[src/rtl/noc_pkg.sv]
// Shared NoC definitions: flit geometry and the arbiter leaf FSM encoding.
package noc_pkg;

  localparam int unsigned FLIT_W   = 9;
  localparam int unsigned TAIL_BIT = FLIT_W - 1;

  typedef enum logic [1:0] {
    StIdle,
    StLock0,
    StLock1
  } arb_state_e;

endpackage

[src/rtl/fifo2.sv]
// Two-entry synchronous FIFO with registered valid and occupancy count.
// A push into a full FIFO is dropped even when a pop happens in the same cycle.
module fifo2 #(
  parameter int unsigned Width = 1
) (
  input  logic             clk_i,
  input  logic             rst_ni,
  input  logic             in_valid_i,
  input  logic [Width-1:0] in_data_i,
  output logic             out_valid_o,
  output logic [Width-1:0] out_data_o,
  input  logic             out_ready_i,
  output logic [1:0]       count_o
);

  logic [Width-1:0] mem_q [2];
  logic             wr_ptr_q;
  logic             rd_ptr_q;
  logic [1:0]       cnt_q, cnt_d;
  logic             valid_q;
  logic             push;
  logic             pop;

  always_comb begin
    push  = in_valid_i && (cnt_q != 2'd2);
    pop   = out_ready_i && valid_q;
    cnt_d = cnt_q;
    if (push && !pop) begin
      cnt_d = cnt_q + 2'd1;
    end else if (!push && pop) begin
      cnt_d = cnt_q - 2'd1;
    end
  end

  always_ff @(posedge clk_i or negedge rst_ni) begin
    if (!rst_ni) begin
      mem_q[0] <= '0;
      mem_q[1] <= '0;
      wr_ptr_q <= 1'b0;
      rd_ptr_q <= 1'b0;
      cnt_q    <= 2'd0;
      valid_q  <= 1'b0;
    end else begin
      if (push) begin
        mem_q[wr_ptr_q] <= in_data_i;
        wr_ptr_q        <= ~wr_ptr_q;
      end
      if (pop) begin
        rd_ptr_q <= ~rd_ptr_q;
      end
      cnt_q   <= cnt_d;
      valid_q <= (cnt_d != 2'd0);
    end
  end

  assign out_valid_o = valid_q;
  assign out_data_o  = mem_q[rd_ptr_q];
  assign count_o     = cnt_q;

endmodule

[src/rtl/arbiter2_leaf.sv]
// Two-input packet arbiter leaf: merges packets onto one flit stream and emits one
// source-index token per packet. A packet holds the grant until its tail flit.
module arbiter2_leaf
  import noc_pkg::*;
#(
  parameter int unsigned W = FLIT_W
) (
  input  logic         CLK,
  input  logic         _RESET,
  input  logic [W-1:0] in0_data,
  input  logic         in0_valid,
  output logic         in0_ready,
  input  logic [W-1:0] in1_data,
  input  logic         in1_valid,
  output logic         in1_ready,
  output logic [W-1:0] out_data,
  output logic         out_valid,
  input  logic         out_ready,
  output logic         s_data,
  output logic         s_valid,
  input  logic         s_ready
);

  arb_state_e   state_q, state_d;
  logic         ptr_q, ptr_d;
  logic         active_q;
  logic [1:0]   out_cnt;
  logic [1:0]   s_cnt;
  logic         out_room;
  logic         s_room;
  logic         fire0;
  logic         fire1;
  logic         out_push;
  logic [W-1:0] out_push_data;
  logic         s_push;

  assign out_room = (out_cnt < 2'd2);
  assign s_room   = (s_cnt < 2'd2);

  // active_q keeps both readies low during reset and the first cycle after release.
  always_ff @(posedge CLK or negedge _RESET) begin
    if (!_RESET) begin
      state_q  <= StIdle;
      ptr_q    <= 1'b0;
      active_q <= 1'b0;
    end else begin
      state_q  <= state_d;
      ptr_q    <= ptr_d;
      active_q <= 1'b1;
    end
  end

  always_comb begin
    in0_ready = 1'b0;
    in1_ready = 1'b0;
    state_d   = state_q;
    ptr_d     = ptr_q;
    unique case (state_q)
      StIdle: begin
        if (active_q && out_room && s_room) begin
          in0_ready = !in1_valid || !ptr_q;
          in1_ready = !in0_valid || ptr_q;
        end
      end
      StLock0: in0_ready = out_room;
      StLock1: in1_ready = out_room;
      default: ;
    endcase

    fire0 = in0_valid && in0_ready;
    fire1 = in1_valid && in1_ready;

    if (fire0) begin
      if (in0_data[W-1]) begin
        state_d = StIdle;
        ptr_d   = 1'b1;
      end else begin
        state_d = StLock0;
      end
    end else if (fire1) begin
      if (in1_data[W-1]) begin
        state_d = StIdle;
        ptr_d   = 1'b0;
      end else begin
        state_d = StLock1;
      end
    end
  end

  assign out_push      = fire0 || fire1;
  assign out_push_data = fire1 ? in1_data : in0_data;
  // Only head flits (accepted in idle) produce a grant token.
  assign s_push        = out_push && (state_q == StIdle);

  fifo2 #(
    .Width(W)
  ) u_out_buf (
    .clk_i      (CLK),
    .rst_ni     (_RESET),
    .in_valid_i (out_push),
    .in_data_i  (out_push_data),
    .out_valid_o(out_valid),
    .out_data_o (out_data),
    .out_ready_i(out_ready),
    .count_o    (out_cnt)
  );

  fifo2 #(
    .Width(1)
  ) u_s_buf (
    .clk_i      (CLK),
    .rst_ni     (_RESET),
    .in_valid_i (s_push),
    .in_data_i  (fire1),
    .out_valid_o(s_valid),
    .out_data_o (s_data),
    .out_ready_i(s_ready),
    .count_o    (s_cnt)
  );

endmodule
[config.mk]
export PLATFORM = sky130hd
export DESIGN_NAME = arbiter2_leaf
export DESIGN_NICKNAME = d
export VERILOG_FILES = /design/src/rtl/noc_pkg.sv /design/src/rtl/fifo2.sv /design/src/rtl/arbiter2_leaf.sv
export SDC_FILE = /design/constraint.sdc
export NUM_CORES = 1
export LEC_CHECK = 0
export ABC_AREA = 1
export CORE_MARGIN = 10
export CORE_UTILIZATION = 45
export CTS_BUF_LIST = sky130_fd_sc_hd__clkbuf_16
export CTS_CLUSTER_SIZE = 40
export DETAILED_ROUTE_END_ITERATION = 8
export HOLD_SLACK_MARGIN = 0.1
export PLACE_DENSITY = 0.79
export SYNTH_ARGS = -nofsm -noshare
export SYNTH_HDL_FRONTEND = slang
export SYNTH_SLANG_ARGS = --single-unit
[constraint.sdc]
create_clock -name CLK -period 1.6 [get_ports CLK]
set_input_delay 0.24 -clock CLK [delete_from_list [all_inputs] [get_ports CLK]]
set_output_delay 0.24 -clock CLK [all_outputs]
set_load 0.02 [all_outputs]
# Word-level counts from Yosys, hierarchy flattened

Cells that the tools add are included.

Mux-type cells: 29
Eq/ne operators: 5
Reduce and logical (&&, ||, !) cells: 31
Magnitude comparators: 8
Add/sub/neg operators: 4
Bitwise operators: 8

Operators by type and width:

| operator              | number |
|---|---|
| $mux W9               | 5 |
| $bwmux W18            | 1 |
| $logic_and A1 B1 Y1   | 15 |
| $mux W2               | 7 |
| $mux W1               | 11 |
| $demux W9 S1          | 1 |
| $ge A2 B2 Y1 const B  | 4 |
| $not A1 Y2            | 4 |
| $reduce_bool A2 Y1    | 4 |
| $logic_not A1 Y1      | 7 |
| $ne A2 B2 Y1 const B  | 3 |
| $add A2 B1 Y2 const B | 2 |
| $lt A2 B1 Y1 const B  | 2 |
| $lt A2 B2 Y1 const B  | 2 |
| $not A1 Y1            | 4 |
| $pmux W1 S2           | 2 |
| $sub A2 B1 Y2 const B | 2 |
| $logic_or A1 B1 Y1    | 3 |
| $reduce_and A3 Y1     | 1 |
| $bwmux W2             | 1 |
| $eq A2 B1 Y1 const B  | 1 |
| $eq A2 B2 Y1 const B  | 1 |
| $logic_not A2 Y1      | 1 |
| $demux W1 S1          | 1 |

Logic and storage cells: 100
Bits of input ports: 24
Flip-flop bits (word level): 34

# Depth between registers and ports, before layout

Depth after elaboration: 14
Mapped depth: 12

# Cells and area by module

From an unflattened synthesis, not the netlist that was laid out.

Cells, all modules: 238
Area total of the unflattened synthesis: 1848.0 um^2

Modules (own cells, without submodules):

| module            | times used | cells each | area an instance (um^2) |
|---|---|---|---|
| fifo2 (u_out_buf) | 1          | 128        | 1087.3 |
| arbiter2_leaf     | 1          | 66         | 404.1 |
| fifo2 (u_s_buf)   | 1          | 44         | 356.6 |

# Worst setup path before layout

OpenSTA, ideal clock, no wires.

Path kind: register -> register
From: register u_s_buf.cnt_q[1] (netlist: u_s_buf.count_o[1])
To: register u_out_buf.mem_q[13] (netlist bit)
Slack: 33 ps
Arrival: 1493 ps
Buffers on the path: 2
Cell stages (with the launch flop): 11
Library setup time: 74 ps
Cells stage by stage: dfrtp_1 > nor2_2 > nand3_2 > nand2_2 > nand3_2 > nand2_4 > nand2_2 > or2_1 > buf_6 > buf_6 > o21ai_2

Word-level cells in the longest chain between the ends: 7

Ends and longest elaborated chain:

| item                                              | RTL line                                 | RTL |
|---|---|---|
| start: declaration                                | fifo2.sv:19                              | `logic [1:0] cnt_q, cnt_d;` |
| start signal: assignment                          | fifo2.sv:51                              | `cnt_q <= cnt_d;` |
| $lt A2 B2 Y1 (*)                                  | arbiter2_leaf.sv:38                      | `assign s_room = (s_cnt < 2'd2);` |
| $logic_and A1 B1 Y1 (*)                           | arbiter2_leaf.sv:60                      | `if (active_q && out_room && s_room) begin` |
| $mux W1                                           | arbiter2_leaf.sv:60                      |  |
| $pmux W1 S2                                       | arbiter2_leaf.sv:58                      | `unique case (state_q)` |
| $logic_and A1 B1 Y1 (on tied branches)            | arbiter2_leaf.sv:71, arbiter2_leaf.sv:70 |  |
| $mux W9 or $logic_or A1 B1 Y1 (tied branches)     | arbiter2_leaf.sv:91, arbiter2_leaf.sv:90 |  |
| $bwmux W18 or $logic_and A1 B1 Y1 (tied branches) | fifo2.sv:45, fifo2.sv:25                 |  |
| end signal: indexed assignment                    | fifo2.sv:45                              | `mem_q[wr_ptr_q] <= in_data_i;` |
| end: declaration                                  | fifo2.sv:16                              | `logic [Width-1:0] mem_q [2];` |

Every way passes the cells marked *; elsewhere a longest branch is shown, timed or not.
A chain may end at the register's enable or synchronous reset.

# Final worst setup path

From: register state_q[1]
To: register u_out_buf.mem_q[15] (netlist bit)

Word-level cells in the longest chain between the ends: 5

Ends and longest elaborated chain:

| item                                              | RTL line                                 | RTL |
|---|---|---|
| start: declaration                                | arbiter2_leaf.sv:24                      | `arb_state_e state_q, state_d;` |
| start signal: assignment                          | arbiter2_leaf.sv:43                      | `state_q <= StIdle;` |
| start signal: assignment                          | arbiter2_leaf.sv:47                      | `state_q <= state_d;` |
| $eq A2 B2 Y1 (tied with other cells)              | arbiter2_leaf.sv:58                      |  |
| $pmux W1 S2                                       | arbiter2_leaf.sv:58                      |  |
| $logic_and A1 B1 Y1 (on tied branches)            | arbiter2_leaf.sv:71, arbiter2_leaf.sv:70 |  |
| $mux W9 or $logic_or A1 B1 Y1 (tied branches)     | arbiter2_leaf.sv:91, arbiter2_leaf.sv:90 |  |
| $bwmux W18 or $logic_and A1 B1 Y1 (tied branches) | fifo2.sv:45, fifo2.sv:25                 |  |

Several ways; a longest one is shown, not always the timed one.

==> flow_summary.yaml <==
status:
  status: "finished, violations left"
  violations: "setup timing"
clock_network:
  ctsHtreeMaxLevel: 2
  cts_max_path_buffers: 2
  cts_root_buffer: "clkbuf_16"
  clock_latency_ns: 0.28
  cts_sinks: 34
  cts_tree: "built"
  numCtsBuffers: 5
  cts.clk_slew.worst_paths_ns: 0.06
synthesis:
  yosysUniqueCellTypes: 30
  yosysTopAreaCellShare: 0.493
  ys_warn_count: 0
  syn-num-nets: 237
  seq_area_frac_synth: 0.493
  synth_area_um2: 1730
  yosys.area.top_type: "dfrtp_1"
  syn_area_per_cell_um2: 8.18
  synth_area_leaders: "dfrtp_1, nand2_1, inv_1"
  synth-seq-cells: 34
  synthCells: 211
floorplan:
  die_w_um: 81.9
  rows: 22
  io_pins: 38
  start_util: 0.468
  dieArea_um2: 6710
  core_um2: 3690
  die_h_um: 81.9
setup_path:
  cp_slowest_stage_delay_ns: 0.44
  cpMostUsedCell: "nand2_4"
  worstPathMaxFanout: 9
  timing.rr.start: "state_q[1]"
  reg2reg_depth: 7
  crit_arrival_ns: 1.91
  start_kind: "flop"
  timing.rr.end: "u_out_buf.mem_q[15]"
  cp_slowest_cell: "dfrtp_1"
  crit_chain: "a21oi_2, nand3_4, nand2_4, nand2_4, or2_4, clkbuf_16, o21ai_2"
  required_ns: 1.80
  critPathCaptureType: "flop"
  reg2reg_setup_slack_ns: -0.10
  worstSetupPathType: "flop to flop"
timing:
  rsz0062_at_grt: "yes"
  fin_crit_ns: 1.70
  clock_skew_ns: 0.00912
  fmax_mhz: 587
  hold_viol: 0
  postLayoutSetupSlackWorst_ns: -0.105
  setup-violations-final: 14
  slew_violations: 0
  period_share: 1.07
global_routing:
  grt_max_degree: 35
  grt-ovfl-total: 0
  grt_pass1_vias: 1559
  grt_pass1_wl_um: 6980
  antenna_found_initial: 0
  grt_use_total: 0.132
power:
  power_frac_seq: 0.271
  p_total_uw: 5940
  swShare: 0.433
  power_density_nw_per_um2: 2190
  pwr-share-comb: 0.573
  leakage_uw: 0.00136
  p_clk_frac: 0.156
  p_sw_uw: 2570
  irDropWorstVdd_v: 0.00107
  power.internal_uw: 3370
layout:
  n_antenna_cell: 0
  fillers: 276
  utilization: 0.734
  final_cell_mix: "nand2_1, dfrtp_1, clkdlybuf4s50_1"
  syn_to_final_growth_pct: 56.8
  drive_above_1_share: 0.336
  seq_area_um2: 852
  final_common_cell: "nand2_1"
  multi_input_area_um2: 890
  final_net_count: 302
  instances_no_fill: 325
routing:
  vias_per_cell: 5.26
  drc: 0
  dr.pass1.iters: 5
  drt-initial-drc-count: 126
  routed_wl_um: 5350
  vias: 1709
  wl_per_cell_um: 16.5
  ant_nets: 0
min_path:
  hp-class: "input port to asynchronous set/reset pin"
placed_design:
  io_buffers: 37
  dp.cells: 310
  hpwl_um: 2930
  gp_congestion: 0.823
run:
  cap_violations: 0
## layout make-up
type | instances | share of cell area
Sequential cell | 34 | 0.315
Clock buffer | 5 | 0.0462
Multi-Input combinational cell | 145 | 0.329
Clock inverter | 3 | 0.00462
Inverter | 26 | 0.0388
Tap cell | 48 | 0.0222
Timing Repair Buffer | 64 | 0.245
## metrics by stage
step	hold WS, ns	area (µm²)	setup TNS [ns]	setup slack [ns]
floorplan	-0.0556	1730	0	0.0330
detailed placement	0.469	2290	-5.94	-0.274
global route	0.425	2710	-2.57	-0.159
global placement	0.465	2290	-4.93	-0.250
finish	0.370	2710	-0.775	-0.105
CTS	0.389	2460	-0.0167	-0.00993
## worst max-delay path: cells and delay by family, from the launching register on
| kind | cells | cell delay (ns) |
|---|---|---|
| buf+inv | 1 | 0.19 |
| simple gates | 4 | 0.60 |
| compound gates | 2 | 0.39 |
| flops | 1 | 0.44 |
## metal layers
metal  GRT usage  vias to the layer above  part of all wire
met1       0.162                      837              0.40
met3      0.0437                       14             0.065
met4      0.0459                        0             0.031
met5           0                        -                 0
li1            -                      795                 -
met2       0.213                       63              0.50
## how the worst max path moves through the flow
stage / startpoint / end / slack (ns) / cells after the start
2_1_floorplan: u_s_buf.count_o[1] / u_out_buf.mem_q[13] / 0.03 / 10
3_5_place_dp: in1_valid / in0_ready / -0.27 / 5
3_3_place_gp: in1_valid / in0_ready / -0.25 / 5
5_1_grt: state_q[1] / u_out_buf.mem_q[15] / -0.16 / 7
6_report: state_q[1] / u_out_buf.mem_q[15] / -0.10 / 7
4_1_cts: u_s_buf.count_o[1] / u_out_buf.mem_q[16] / -0.01 / 10
## logic make-up after synthesis
group | share of synthesized area
xor+xnor | 0.0152
fa+ha+maj | 0.0145
compound gates | 0.132
other cells | 0.00217
flops | 0.493
buf+inv | 0.0797
simple gates | 0.264
## registers in the layout, indices dropped and copies added, names as in the netlist
name / count
u_s_buf.count_o: 2
active_q: 1
u_out_buf.count_o: 2
u_s_buf.rd_ptr_q: 1
u_out_buf.rd_ptr_q: 1
u_out_buf.mem_q: 18
u_s_buf.mem_q: 2
u_s_buf.wr_ptr_q: 1
u_out_buf.wr_ptr_q: 1
state_q: 2
u_out_buf.out_valid_o: 1
u_s_buf.out_valid_o: 1
ptr_q: 1
## synth_stat cells
| master | number |
|---|---|
| o21ai_1 | 11 |
| conb_1 | 1 |
| nor2_1 | 4 |
| nand2_1 | 71 |
| nand2_4 | 1 |
| o21a_1 | 1 |
| nand2_2 | 2 |
| buf_2 | 2 |
| inv_2 | 4 |
| o31ai_1 | 1 |
| o21ai_2 | 9 |
| clkbuf_1 | 2 |
| ha_1 | 2 |
| nand4_1 | 2 |
| or2_1 | 1 |
| o22ai_1 | 1 |
| nand3_1 | 8 |
| nor3_1 | 1 |
| nand3_2 | 3 |
| a21oi_1 | 2 |
| a21boi_0 | 1 |
| nor2_2 | 1 |
| xnor2_1 | 1 |
| o21ai_0 | 11 |
| clkinv_1 | 1 |
| buf_6 | 2 |
| or2_2 | 8 |
| inv_1 | 21 |
| xor2_1 | 2 |
| dfrtp_1 | 34 |
## repair_timing
| action | 4_1_cts | 5_1_grt |
|---|---|---|
| hold buffers | 0 | 0 |
| setup endpoints to repair | 32 | 30 |
| gates cloned | 0 | 6 |
| setup buffers | 0 | 1 |
| pin swaps | 1 | 0 |
| gates resized for setup | 36 | 41 |
## power by group through the flow
stage                     clock network (µW)  logic, µW  registers (µW)
after floorplan                            0       1710            1490
after global placement                     0       2740            1500
after detailed placement                   0       2810            1510
after CTS                                925       2780            1530
after global routing                     965       3700            1650
final                                    924       3400            1610
(Power assumes the default switching activity.)
